==> config.mk <==
export PLATFORM = sky130hd
export DESIGN_NAME = mram_serial_burst_engine
export DESIGN_NICKNAME = d
export VERILOG_FILES = /design/src/rtl/mram_ser_pkg.sv /design/src/rtl/ser_shift_reg.sv /design/src/rtl/mram_serial_burst_engine.sv
export SDC_FILE = /design/constraint.sdc
export NUM_CORES = 1
export LEC_CHECK = 0
export ABC_AREA = 1
export BUFFER_PORTS_ARGS = -buffer_cell sky130_fd_sc_hd__buf_2
export CAP_MARGIN = 20
export CORE_ASPECT_RATIO = 0.6
export CORE_MARGIN = 1
export CORE_UTILIZATION = 40
export DETAILED_ROUTE_END_ITERATION = 16
export SLEW_MARGIN = 40
export SYNTH_ARGS = -nofsm -noshare
export SYNTH_HDL_FRONTEND = slang
export SYNTH_SLANG_ARGS = --single-unit
==> constraint.sdc <==
create_clock -name clk -period 2.87 [get_ports clk]
set_input_delay 0.861 -clock clk [delete_from_list [all_inputs] [get_ports clk]]
set_output_delay 0.861 -clock clk [all_outputs]
set_load 0.005 [all_outputs]
==> src/rtl/mram_ser_pkg.sv <==
// Shared types and helpers for the serial MRAM burst engine: FSM states,
// opcode values, shift-register direction selectors and header sizing.
package mram_ser_pkg;

  typedef enum logic [2:0] {
    IDLE,
    HDR,
    WDATA,
    RLOAD,
    RSHIFT,
    DONE
  } state_e;

  localparam logic OP_READ  = 1'b0;
  localparam logic OP_WRITE = 1'b1;

  localparam logic DIR_SIPO = 1'b0;
  localparam logic DIR_PISO = 1'b1;

  // Header is op bit, then burst-length field, then start address.
  function automatic int hdr_len(input int addr_w, input int blen_w);
    return 1 + blen_w + addr_w;
  endfunction

endpackage

==> src/rtl/ser_shift_reg.sv <==
// MSB-first shift register used both for serial capture (SIPO) and for
// serial read-back (PISO); parallel load takes priority over shifting.
module ser_shift_reg
  import mram_ser_pkg::*;
#(
  parameter int   W   = 8,
  parameter logic DIR = DIR_SIPO
) (
  input  logic         clk,
  input  logic         rst,
  input  logic         i_load,
  input  logic [W-1:0] i_load_data,
  input  logic         i_shift,
  input  logic         i_ser,
  output logic [W-1:0] o_word,
  output logic         o_msb
);

  logic [W-1:0] r_q;

  // NOTE: sequential state uses non-blocking assignments so every register
  // samples the pre-edge values of its neighbours, whatever the block order.
  always_ff @(posedge clk) begin
    if (rst) begin
      r_q <= '0;
    end else if (i_load) begin
      r_q <= i_load_data;
    end else if (i_shift) begin
      r_q <= {r_q[W-2:0], i_ser};
    end
  end

  // Capture mode exposes the word completed by the bit arriving this cycle,
  // so the owner can act on the same edge that accepts the last bit.
  generate
    if (DIR == DIR_SIPO) begin : g_sipo
      assign o_word = {r_q[W-2:0], i_ser};
    end else begin : g_piso
      assign o_word = r_q;
    end
  endgenerate

  assign o_msb = r_q[W-1];

endmodule

==> src/rtl/mram_serial_burst_engine.sv <==
// Serial-command MRAM front end: decodes op/len/addr frames, writes bursts into
// an on-block word array and streams read bursts back with a valid strobe.
module mram_serial_burst_engine
  import mram_ser_pkg::*;
#(
  parameter int ADDR_W = 4,
  parameter int DATA_W = 8,
  parameter int BLEN_W = 3
) (
  input  logic clk,
  input  logic rst,
  input  logic ser_in,
  input  logic ser_valid,
  input  logic abort,
  output logic ser_out,
  output logic ser_out_valid,
  output logic busy,
  output logic done
);

  localparam int DEPTH = 2 ** ADDR_W;
  localparam int H     = hdr_len(ADDR_W, BLEN_W);
  localparam int SW    = (H > DATA_W) ? H : DATA_W;
  localparam int CNT_W = $clog2(SW + 1);
  localparam logic [CNT_W-1:0] HDR_LAST  = CNT_W'(H - 1);
  localparam logic [CNT_W-1:0] DATA_LAST = CNT_W'(DATA_W - 1);

  state_e              r_state;
  logic [CNT_W-1:0]    r_bit_cnt;
  logic [BLEN_W:0]     r_word_cnt;
  logic [BLEN_W-1:0]   r_len;
  logic [ADDR_W-1:0]   r_addr;
  logic                r_busy;
  logic                r_done;
  logic                r_out_valid;
  logic                r_wr_pend;
  logic [ADDR_W-1:0]   r_wr_addr;
  logic [DATA_W-1:0]   r_wr_data;
  logic [DATA_W-1:0]   r_mem [DEPTH];

  logic                w_abort;
  logic                w_accept;
  logic                w_last_word;
  logic [SW-1:0]       w_sipo_word;
  logic                w_sipo_msb_unused;
  logic [DATA_W-1:0]   w_piso_word_unused;
  logic                w_piso_msb;
  logic [H-1:0]        w_hdr;
  logic                w_hdr_op;
  logic [BLEN_W-1:0]   w_hdr_len;
  logic [ADDR_W-1:0]   w_hdr_addr;
  logic [DATA_W-1:0]   w_wdata;
  logic [DATA_W-1:0]   w_rd_data;

  assign w_abort     = abort && (r_state != IDLE);
  assign w_accept    = ser_valid && !w_abort && (r_state inside {IDLE, HDR, WDATA});
  assign w_last_word = (r_word_cnt == {1'b0, r_len});

  assign w_hdr      = w_sipo_word[H-1:0];
  assign w_hdr_op   = w_hdr[H-1];
  assign w_hdr_len  = w_hdr[ADDR_W +: BLEN_W];
  assign w_hdr_addr = w_hdr[ADDR_W-1:0];
  assign w_wdata    = w_sipo_word[DATA_W-1:0];
  assign w_rd_data  = r_mem[r_addr];

  ser_shift_reg #(.W(SW), .DIR(DIR_SIPO)) u_sipo (
    .clk         (clk),
    .rst         (rst),
    .i_load      (1'b0),
    .i_load_data ('0),
    .i_shift     (w_accept),
    .i_ser       (ser_in),
    .o_word      (w_sipo_word),
    .o_msb       (w_sipo_msb_unused)
  );

  ser_shift_reg #(.W(DATA_W), .DIR(DIR_PISO)) u_piso (
    .clk         (clk),
    .rst         (rst),
    .i_load      (r_state == RLOAD),
    .i_load_data (w_rd_data),
    .i_shift     (r_state == RSHIFT),
    .i_ser       (1'b0),
    .o_word      (w_piso_word_unused),
    .o_msb       (w_piso_msb)
  );

  always_ff @(posedge clk) begin
    if (rst) begin
      r_state     <= IDLE;
      r_bit_cnt   <= '0;
      r_word_cnt  <= '0;
      r_len       <= '0;
      r_addr      <= '0;
      r_busy      <= 1'b0;
      r_done      <= 1'b0;
      r_out_valid <= 1'b0;
      r_wr_pend   <= 1'b0;
      r_wr_addr   <= '0;
      r_wr_data   <= '0;
    end else begin
      r_wr_pend <= 1'b0;
      if (w_abort) begin
        // A word still being shifted in is dropped; an already staged commit is not.
        r_state     <= IDLE;
        r_busy      <= 1'b0;
        r_done      <= 1'b0;
        r_out_valid <= 1'b0;
        r_bit_cnt   <= '0;
        r_word_cnt  <= '0;
      end else begin
        case (r_state)
          IDLE: begin
            if (w_accept) begin
              r_state   <= HDR;
              r_busy    <= 1'b1;
              r_bit_cnt <= CNT_W'(1);
            end
          end
          HDR: begin
            if (w_accept) begin
              if (r_bit_cnt == HDR_LAST) begin
                r_len      <= w_hdr_len;
                r_addr     <= w_hdr_addr;
                r_bit_cnt  <= '0;
                r_word_cnt <= '0;
                r_state    <= (w_hdr_op == OP_WRITE) ? WDATA : RLOAD;
              end else begin
                r_bit_cnt <= r_bit_cnt + 1'b1;
              end
            end
          end
          WDATA: begin
            if (w_accept) begin
              if (r_bit_cnt == DATA_LAST) begin
                r_wr_pend <= 1'b1;
                r_wr_addr <= r_addr;
                r_wr_data <= w_wdata;
                r_addr    <= r_addr + 1'b1;
                r_bit_cnt <= '0;
                if (w_last_word) begin
                  r_state <= DONE;
                  r_done  <= 1'b1;
                end else begin
                  r_word_cnt <= r_word_cnt + 1'b1;
                end
              end else begin
                r_bit_cnt <= r_bit_cnt + 1'b1;
              end
            end
          end
          RLOAD: begin
            r_state     <= RSHIFT;
            r_out_valid <= 1'b1;
            r_addr      <= r_addr + 1'b1;
            r_bit_cnt   <= '0;
          end
          RSHIFT: begin
            if (r_bit_cnt == DATA_LAST) begin
              r_out_valid <= 1'b0;
              r_bit_cnt   <= '0;
              if (w_last_word) begin
                r_state <= DONE;
                r_done  <= 1'b1;
              end else begin
                r_state    <= RLOAD;
                r_word_cnt <= r_word_cnt + 1'b1;
              end
            end else begin
              r_bit_cnt <= r_bit_cnt + 1'b1;
            end
          end
          DONE: begin
            r_state <= IDLE;
            r_busy  <= 1'b0;
            r_done  <= 1'b0;
          end
          default: begin
            r_state <= IDLE;
            r_busy  <= 1'b0;
            r_done  <= 1'b0;
          end
        endcase
      end
    end
  end

  // NOTE: the array is deliberately reset word by word, because a fresh block
  // must read back zeros; most RAMs would be left unreset to map to macros.
  always_ff @(posedge clk) begin
    if (rst) begin
      for (int i = 0; i < DEPTH; i++) begin
        r_mem[i] <= '0;
      end
    end else if (r_wr_pend) begin
      r_mem[r_wr_addr] <= r_wr_data;
    end
  end

  assign ser_out       = w_piso_msb & r_out_valid;
  assign ser_out_valid = r_out_valid;
  assign busy          = r_busy;
  assign done          = r_done;

endmodule

Word level (Yosys, flattened, before mapping)
Memories as Yosys holds them, arrays and structs flattened. A register that Yosys moved wholly into a read port is not among the register bits.
Index checks and enable logic that the tools add are counted.

operators by class
  add/subtract/negate cells = 3
  eq/ne operators = 14
  multiplexer cells = 46
  bitwise operators = 6
  reduce and logical (&&, ||, !) cells = 26

operator list
  kind                   count
  $mux W4                15
  $mux W3                8
  $mux W8                3
  $pmux W4 S3            2
  $pmux W4 S4            1
  $pmux W3 S5            1
  $mux W1                13
  $add A4 B1 Y4 const B  3
  $ne A2 B1 Y1 const B   6
  $reduce_and A4 Y1      3
  $reduce_bool A3 Y1     4
  $reduce_or A4 Y1       2
  $reduce_or A8 Y1       1
  $reduce_and A7 Y1      1
  $eq A3 B2 Y1 const B   2
  $reduce_and A2 Y1      3
  $reduce_and A6 Y1      1
  $not A1 Y1             5
  $eq A4 B3 Y1           1
  $eq A4 B3 Y1 const B   1
  $ne A2 B2 Y1 const B   2
  $pmux W1 S2            2
  $reduce_bool A4 Y1     1
  $reduce_or A2 Y1       2
  10 further kinds       12

storage, ports and cells
  register bits = 49
  memory bits (writable) = 128
  bits of input ports = 5
  output and inout port bits = 4
  memories kept = 1

memories
  name   words  bits a word  rd ports  clocked after Yosys merged registers in  wr ports  line                            source
  r_mem  16     8            1         1                                        16        mram_serial_burst_engine.sv:39  logic [DATA_W-1:0] r_mem [DEPTH];

Longest topological paths before layout
  word-level depth = 9
  mapped depth = 11
  gate-level depth less buffers = 11

Modules after synthesis
Synthesis repeated with hierarchy kept, for this count alone.

second synthesis, totals
  cell total of the unflattened synthesis = 954
  area, all modules = 8,408.1 µm²

modules (own cells, without submodules)
  module                    times used  cells an instance  area each (µm²)
  mram_serial_burst_engine  1           826                7,569.8
  ser_shift_reg             2           64                 419.2

Least setup slack after synthesis
No wires, ideal clock.

  path kind = input -> register
  from = input port rst
  to = memory r_mem[10][0] (enable)
  setup time = 0.329 ns
  arrival time = 1.908 ns
  data required time = 2.541 ns
  setup slack = 0.634 ns
  stages = 5
  buffers on the path = 0
  cells stage by stage = inv_1 nand2_1 nor3_1 nand2_2 nand2_1

RTL lines
  item             line                            source
  start, declared  mram_serial_burst_engine.sv:11  input logic rst,
  end, declared    mram_serial_burst_engine.sv:39

==> out/qor.txt <==
Yosys warns -> 0
NumNets Final -> 957
Clock buffer count from CTS -> 17
Post-synth ARST share -> 0%
Proportion of power drawn by the clock network -> 31.3%
Worst Hold Class -> reg2reg
FP Rows -> 40
Drt pass-1 iters -> 5
Most frequent cell after synthesis -> nor2_1
Post-cts resize count -> 0
Synth cell count leaders -> 238 x nor2_1, 139 x nand2_1, 128 x edfxtp_1, 77 x inv_1, 65 x o21ai_0
Max-cap violations -> 0
Slew @ Worst Pin -> 865 ps
Relative slew margins -> 42.3%
Routed vias/inst -> 5.22
Number of global-route vias before repair -> 5646
RSZ-0062 raised after global routing -> false
Root buf cell -> clkbuf_16
Routed Antenna Nets -> 0
Wire per inst -> 17.8 um
Critical path class -> reg2reg
Pint -> 4.67 mW
Die X -> 189 um
Fill count -> 1989
Hold bufs inserted after CTS -> 0
Worst reg2reg path depth -> 9
Grt total ovfl -> 0
Initial core utilization -> 41.3%
Tmin final -> 2040 ps
Yosys cell types -> 35
Mapped Area -> 8360 um^2
HPWL after DPL -> 15.1 mm
Placeable Area -> 20200 um^2
Flops & latches, synth -> 181
Final setup fails -> 0
Crit path required time -> 3230 ps
Crit-path max FO -> 66
Skew final -> 17.4 ps
Fin Setup TNS -> 0 ps
Hold Path Stages -> 2
CTS Sinks -> 181
Period utilization -> 71.0%
Port Buffers -> 8
Switching pwr -> 2.55 mW
Sw frac -> 35.3%
Largest net degree at the start of global routing -> 67
Clock Path Buffers -> 2
Inserted Diodes -> 0
Clock transition at path regs -> 70 ps
Comb pwr share -> 25.7%
Clock Latency Late Sink -> 440 ps
Leak -> 3.36 nW
Avg Cell Area, Syn -> 8.79 um^2
Total track usage -> 21.3%
Max frequency -> 0.491 GHz
H-tree Lvls -> 4
Top cell type's share of synthesized area -> 46.0%
Chip height -> 114 um
Most used DFF post-synth -> edfxtp_1
CTS tree -> yes
Global-route wire length before repair -> 33.8 mm
Worst Setup Start Kind -> flip-flop
Finished Core Util -> 45.5%
CP Data Arrival Time -> 2400 ps
Die ar. -> 21500 um^2
Status -> complete, no violations
EDFF count, synth -> 128
# Post-CTS Setup Buffers -> 0
Remaining DRCs -> 0
GPL Wtd Cong -> 0.914
Sequential share of power -> 43.0%
Fin. Hold Viols -> 0
Total detailed-routing wirelength -> 22.0 mm
Syn Inst Count -> 951
Area Growth Syn to Fin -> 10.2%
Mapped Nets -> 959
Area leader, netlist -> edfxtp_1
Power per cell area -> 784 nW/um^2
Max IR drop VDD -> 0.502 mV
Via count of the routed design -> 6442
Setup crit end kind -> flip-flop
Part of the Yosys area used for sequential elements -> 58.7%
Fraction of layout cells with a size suffix above 1 -> 10.4%
Starting DRC count in detailed routing -> 836
Initial antenna violation count -> 0
I/O Pins -> 9
Synth top area cells -> edfxtp_1 46%, dfxtp_1 13%, nor2_1 11%
Slew Limit Fails -> 0
==> critical path: stages (launching register included) <==
cell and delay (ps):
dfxtp_2 350, buf_4 520, nor2_1 150, nor2_1 210
o21ai_0 180, nand3_1 140, nand3_1 80, nand2_1 80
nand2_1 70, a21oi_1 160
==> layout make-up <==
cell class	instances	area, um^2	area share, %
repair buffers	20	130	1.41
multi-input cells	637	2920	31.7
flip-flops and latches	181	4910	53.3
inverters	92	345	3.75
clock buffers	19	454	4.93
clock inverters	13	109	1.18
well taps	273	342	3.71
==> power by group through the flow <==
stage | logic [mW] | clock network [mW] | registers, mW
6_report | 1.85 | 2.26 | 3.11
5_1_grt | 2.04 | 2.38 | 3.13
3_3_place_gp | 1.80 | 0 | 3.16
4_1_cts | 1.81 | 2.28 | 3.10
3_5_place_dp | 1.80 | 0 | 3.16
2_1_floorplan | 1.34 | 0 | 3.11
==> layer usage <==
| layer | vias up | global-route usage, % | wire length [um] |
|---|---|---|---|
| met5 | - | 0 | 0 |
| met4 | 0 | 6.02 | 217 |
| met3 | 17 | 3.54 | 1960 |
| met2 | 274 | 26.1 | 8190 |
| met1 | 3018 | 36.5 | 11600 |
| li1 | 3133 | - | - |
==> kinds of logic after synthesis <==
family,share of synthesized area (%)
DFF,58.7
adders and majority gates,0.449
AOI/OAI and AO/OA,9.68
buffers and inverters,6.36
xor gates and xnor gates,0.419
and+or+nand+nor,24.4
==> layout by cell type, fill, tap and decap left out, types with 18 or more instances in the layout <==
cell type	count
dfxtp_1	52
clkbuf_16	18
nand3_1	62
nand2_1	139
a21oi_1	48
nand2_2	26
o21ai_0	65
nor2_1	238
edfxtp_1	128
inv_1	77
==> state kept, by name (all words and copies together), names as in the netlist, named ones only <==
name	flops
busy	1
r_state	3
done	1
r_wr_addr	4
r_mem	128
ser_out_valid	1
r_addr	4
r_bit_cnt	4
r_len	3
r_wr_data	8
r_word_cnt	4
u_sipo.r_q	7
u_piso.o_word	8
r_wr_pend	1
==> per-stage QoR <==
| step | setup WS, ps | hold WS (ps) | total power, mW | area, um^2 | instances |
|---|---|---|---|---|---|
| after floorplan | 634 | 438 | 4.45 | 8360 | 951 |
| after global placement | 589 | 432 | 4.96 | 8650 | 1203 |
| after detailed placement | 524 | 433 | 4.96 | 8650 | 1203 |
| after CTS | 876 | 444 | 7.19 | 9210 | 1235 |
| after global routing | 611 | 463 | 7.55 | 9210 | 1235 |
| final | 833 | 446 | 7.22 | 9210 | 1235 |
==> path summary, 6_finish.rpt <==
kind                   from                to  slack [ps]
setup / recovery  flip-flop  u_piso.o_word[2]         830
hold / removal         busy              busy         450
hold reg to reg        busy              busy         450
setup reg to reg  flip-flop  u_piso.o_word[2]         830
No activity file was read; power rests on OpenSTA's default activity.
